==> src/rtl/icache_refill_sequencer_pkg.sv <==
// Shared fetch-unit types: I-cache line geometry and the refill sequencer state encoding.
package FetchUnitTypes;

  localparam int ICACHE_LINE_WORDS        = 4;
  localparam int ICACHE_WORD_BITS         = 32;
  localparam int ICACHE_WORD_IDX_WIDTH    = $clog2(ICACHE_LINE_WORDS);
  localparam int ICACHE_LINE_OFFSET_WIDTH = $clog2(ICACHE_LINE_WORDS * ICACHE_WORD_BITS / 8);

  typedef logic [ICACHE_WORD_IDX_WIDTH-1:0] ICacheWordIndexPath;

  typedef enum logic [1:0] {
    IRS_IDLE,
    IRS_REQ,
    IRS_FILL,
    IRS_DONE
  } ICacheRefillState;

endpackage

==> src/rtl/icache_refill_sequencer.sv <==
// I-cache refill sequencer: one line-aligned memory read per miss, streams the returned
// words into the data array, then pulses fillDone so fetch can replay the missed PC.
module icache_refill_sequencer
  import FetchUnitTypes::*;
#(
  parameter int LINE_WORDS = ICACHE_LINE_WORDS,
  parameter int ADDR_WIDTH = 32,
  parameter int DATA_WIDTH = 32
) (
  input  logic                          clk,
  input  logic                          rst,
  input  logic                          missValid,
  input  logic [ADDR_WIDTH-1:0]         missAddr,
  input  logic                          flush,
  output logic                          memReqValid,
  input  logic                          memReqReady,
  output logic [ADDR_WIDTH-1:0]         memReqAddr,
  input  logic                          memRspValid,
  input  logic [DATA_WIDTH-1:0]         memRspData,
  output logic                          fillWE,
  output logic [ADDR_WIDTH-1:0]         fillAddr,
  output logic [$clog2(LINE_WORDS)-1:0] fillWordIdx,
  output logic [DATA_WIDTH-1:0]         fillData,
  output logic                          fillTagWE,
  output logic                          fillDone,
  output logic                          busy
);

  localparam int IDX_WIDTH = $clog2(LINE_WORDS);
  localparam int OFF_WIDTH = $clog2(LINE_WORDS * DATA_WIDTH / 8);
  localparam logic [ADDR_WIDTH-1:0] LINE_MASK =
    ~((ADDR_WIDTH'(1) << OFF_WIDTH) - ADDR_WIDTH'(1));
  localparam logic [IDX_WIDTH-1:0] LAST_IDX = IDX_WIDTH'(LINE_WORDS - 1);

  ICacheRefillState       state, nextState;
  logic [IDX_WIDTH-1:0]   wordCnt;
  logic [ADDR_WIDTH-1:0]  lineAddr;
  logic                   abortFlag;
  logic                   acceptMiss;
  logic                   lastBeat;

  assign acceptMiss = (state == IRS_IDLE) && missValid && !flush;
  assign lastBeat   = (state == IRS_FILL) && memRspValid && (wordCnt == LAST_IDX);

  // NOTE: sequential state uses non-blocking assignments so every register samples
  // pre-edge values, regardless of statement order inside the block.
  always_ff @(posedge clk) begin
    if (!rst) begin
      state     <= IRS_IDLE;
      wordCnt   <= '0;
      lineAddr  <= '0;
      abortFlag <= 1'b0;
    end else begin
      state <= nextState;
      if (acceptMiss)
        lineAddr <= missAddr & LINE_MASK;
      if (state == IRS_REQ)
        wordCnt <= '0;
      else if (state == IRS_FILL && memRspValid)
        wordCnt <= wordCnt + IDX_WIDTH'(1);
      // Outstanding data cannot be cancelled, so a flush mid-fill only suppresses fillDone.
      if (state == IRS_FILL && flush)
        abortFlag <= 1'b1;
      else if (state == IRS_DONE)
        abortFlag <= 1'b0;
    end
  end

  // NOTE: every output and nextState gets a default first so no path infers a latch.
  always_comb begin
    nextState   = state;
    memReqValid = 1'b0;
    memReqAddr  = '0;
    fillWE      = 1'b0;
    fillAddr    = '0;
    fillWordIdx = '0;
    fillData    = '0;
    fillTagWE   = 1'b0;
    fillDone    = 1'b0;
    busy        = (state != IRS_IDLE);

    unique case (state)
      IRS_IDLE: begin
        if (acceptMiss)
          nextState = IRS_REQ;
      end
      IRS_REQ: begin
        memReqValid = 1'b1;
        memReqAddr  = lineAddr;
        // Acceptance wins over a same-cycle flush: the request is already gone.
        if (memReqReady)
          nextState = IRS_FILL;
        else if (flush)
          nextState = IRS_IDLE;
      end
      IRS_FILL: begin
        if (memRspValid) begin
          fillWE      = 1'b1;
          fillAddr    = lineAddr;
          fillWordIdx = wordCnt;
          fillData    = memRspData;
          fillTagWE   = lastBeat;
          if (lastBeat)
            nextState = IRS_DONE;
        end
      end
      IRS_DONE: begin
        fillDone  = !abortFlag && !flush;
        nextState = IRS_IDLE;
      end
      default: nextState = IRS_IDLE;
    endcase
  end

endmodule
==> config.mk <==
export PLATFORM = sky130hd
export DESIGN_NAME = icache_refill_sequencer
export DESIGN_NICKNAME = d
export VERILOG_FILES = /design/src/rtl/icache_refill_sequencer_pkg.sv /design/src/rtl/icache_refill_sequencer.sv
export SDC_FILE = /design/constraint.sdc
export NUM_CORES = 1
export LEC_CHECK = 0
export CAP_MARGIN = 20
export CORE_MARGIN = 2
export CORE_UTILIZATION = 32
export DETAILED_ROUTE_END_ITERATION = 12
export GPL_TIMING_DRIVEN = 0
export PLACE_DENSITY = 0.87
export SETUP_SLACK_MARGIN = 0.1
export SLEW_MARGIN = 5
export SYNTH_ARGS = -nofsm -noshare
export SYNTH_HDL_FRONTEND = slang
export SYNTH_SLANG_ARGS = --single-unit
==> constraint.sdc <==
create_clock -name clk -period 1.75 [get_ports clk]
set_input_delay 0.2625 -clock clk [delete_from_list [all_inputs] [get_ports clk]]
set_output_delay 0.2625 -clock clk [all_outputs]
set_load 0.05 [all_outputs]
==> flow_summary.yaml <==
outcome:
  status: "finished, violations left"
  violations: "setup timing"
route:
  wire_per_inst_um: 14.48
  vias: 2346
  drt_wl_total_um: 7532
  drtIter0Drc: 41
  via_per_inst: 4.512
  drtAntennaViolNets: 0
  first_pass_iters: 4
  drc: 0
setup_path:
  cp_slowest_cell: "dfxtp_4"
  path_class: "reg2out"
  arrival_ps: 1500
  crit_buf_inv: 3
  critical_path.most_common_cell: "buf_6"
  start_kind: "flop"
  required_ps: 1490
  cp-end-kind: "output pin"
  max_stage_delay_ps: 360
  path_max_fanout: 10
  cp_top_family: "simple AND/OR/NAND/NOR gates"
  crit_path_cell_trace: "and3b_2 -> buf_6 -> buf_8 -> and2_2 -> buf_6"
timing:
  fmax_mhz: 566.9
  tns_ps: -46.43
  holdWs_ps: 468.7
  setup_viol: 4
  maxSlewViolCount: 0
  hold_viol: 0
  period_minus_slack_ps: 1764
  fin_crit_sh: 1.008
  layout_setup_ws_ps: -13.86
  rsz0062_at_grt: "true"
  fin_skew_ps: 4.007
pwr:
  powerDensity_nw_per_um2: 422.7
  peakVddDrop_mv: 0.4419
  p_leak_nw: 2.023
  finalPower_mw: 1.918
die:
  dieHeight_um: 83.27
  row_count: 28
  coreArea_um2: 5991
  initial_core_util: 0.3356
  die_area_um2: 6933
  die_width_um: 83.27
  io_pins: 173
yosys:
  syn_inst: 257
  ys.warnings.count: 0
  netlist_area_um2: 2011
  avgSynthCellArea_um2: 7.824
  synth_cell_types: 24
  seq_area_frac_synth: 0.3286
  synth-seq-cells: 33
clock_network:
  cts_buffer_depth: 2
  cts_tree: "done"
  htree_levels: 2
  cts_inserted_buffers: 5
  insertion_delay_ps: 280
  cts_num_sinks: 33
  ctsHoldBuffers: 0
  clk_pin_slew_ps: 70
  root_buffer: "clkbuf_8"
global_routing:
  grt_pass1_wl_um: 11390
  grt_overflow: 0
  grt_pass1_vias: 2274
  track_usage: 0.1998
  antenna_found_initial: 0
  grt_max_degree: 11
flow_run:
  max_cap_viol_count: 0
placed_design:
  placed_cell_area_um2: 3824
  port_buffers: 160
  gp_congestion: 0.7892
  dp_hpwl_um: 5197
worst_hold_path:
  hp-class: "reg2reg"
finish:
  final_nets: 516
  layout_commonest_cell: "buf_8"
  postLayoutCoreUtil: 0.7573
  area_growth_pct: 125.6
  layout_common_cells: "buf_8, clkdlybuf4s50_1, and2_4, nand2_1, buf_4"
  n_antenna_cell: 0
  final_cell_area_um2: 4537
  drive_gt1_frac: 0.5393
## report_power, final
part	switching [mW]	internal, mW
sequential	0.0277	0.784
combinational	0.248	0.283
clock	0.263	0.312
total	0.539	1.38
## Yosys cell counts
library cell / number / area share
a21oi_1: 2 / 0.0050
nor3b_1: 1 / 0.0037
buf_4: 9 / 0.034
nor2_1: 3 / 0.0056
dfxtp_1: 33 / 0.33
nor3_1: 1 / 0.0025
conb_1: 1 / 0.0019
buf_6: 3 / 0.017
or4b_1: 1 / 0.0050
ha_1: 1 / 0.0062
clkbuf_1: 13 / 0.024
a21boi_1: 28 / 0.10
or2_2: 1 / 0.0031
nor2b_1: 3 / 0.0093
and2_1: 91 / 0.28
nand2b_1: 1 / 0.0031
o31a_1: 1 / 0.0044
nor4b_2: 1 / 0.0075
mux2i_1: 1 / 0.0050
xnor2_1: 1 / 0.0044
buf_2: 2 / 0.0050
nand2_1: 38 / 0.071
and3b_1: 1 / 0.0044
nand2_2: 20 / 0.062
## routing by layer
metal  part of all wire  up-vias  track usage
li1                   -     1160            -
met4             0.0086        0      0.04173
met1               0.41     1080       0.2299
met2               0.52       99       0.3673
met3              0.070        7      0.05467
met5                  0        -            0
## through the flow
stage | cells | worst slack, ps
after floorplan | 264 | 4.459
after global placement | 499 | -1077
after detailed placement | 499 | -1037
after CTS | 514 | -64.46
after global routing | 520 | -49.57
final | 520 | -13.86
## worst reg2reg max path, stage by stage (launching register included)
cell and delay (ps):
dfxtp_4 360, buf_4 150, or4b_4 530, buf_6 150
buf_6 150, nand2_2 70, a21boi_1 60
## worst paths after layout
kind | start | end | slack [ps] | cells past startpoint
worst max-delay path | flop | fillAddr[12] | -10 | 5
worst min-delay path | lineAddr[9] | lineAddr[9] | 470 | 2
worst max register to register | flop | lineAddr[20] | 170 | 6
worst min register to register | lineAddr[9] | lineAddr[9] | 470 | 2
## flip-flops by register name, summed over array words and instances, names as in the netlist, named ones only
name,cells
state,1
abortFlag,1
lineAddr,28
wordCnt,2
## logic make-up (layout without fill, tap and decap cells)
kind of cell	after synthesis	after routing	share of synthesized area
multiplexers	1	1	0.004978
AO/OA/AOI/OAI	31	31	0.1139
buffers and inverters	27	208	0.07965
AND/OR/NAND/NOR	162	162	0.4605
other	1	8	0.001865
flip-flops	33	33	0.3286
adder cells (fa/ha/maj)	1	1	0.006222
XOR/XNOR	1	1	0.004357
## layout make-up
| type | instances | area [um2] |
|---|---|---|
| repair buffers | 175 | 2037 |
| plain buffers | 26 | 256.5 |
| clock buffers | 7 | 86.33 |
| flip-flops and latches | 33 | 668.1 |
| multi-input cells | 204 | 1395 |
| fillers | 449 | 1454 |
| well taps | 75 | 93.84 |
## timing repair
item / CTS / global route
cloned: 4 / 0
hold endpoints to repair: 0 / 0
setup endpoints to repair: 95 / 113
setup buffers: 4 / 7
resized for setup: 703 / 123
pin swaps: 19 / 14
(Power assumes the default switching activity.)
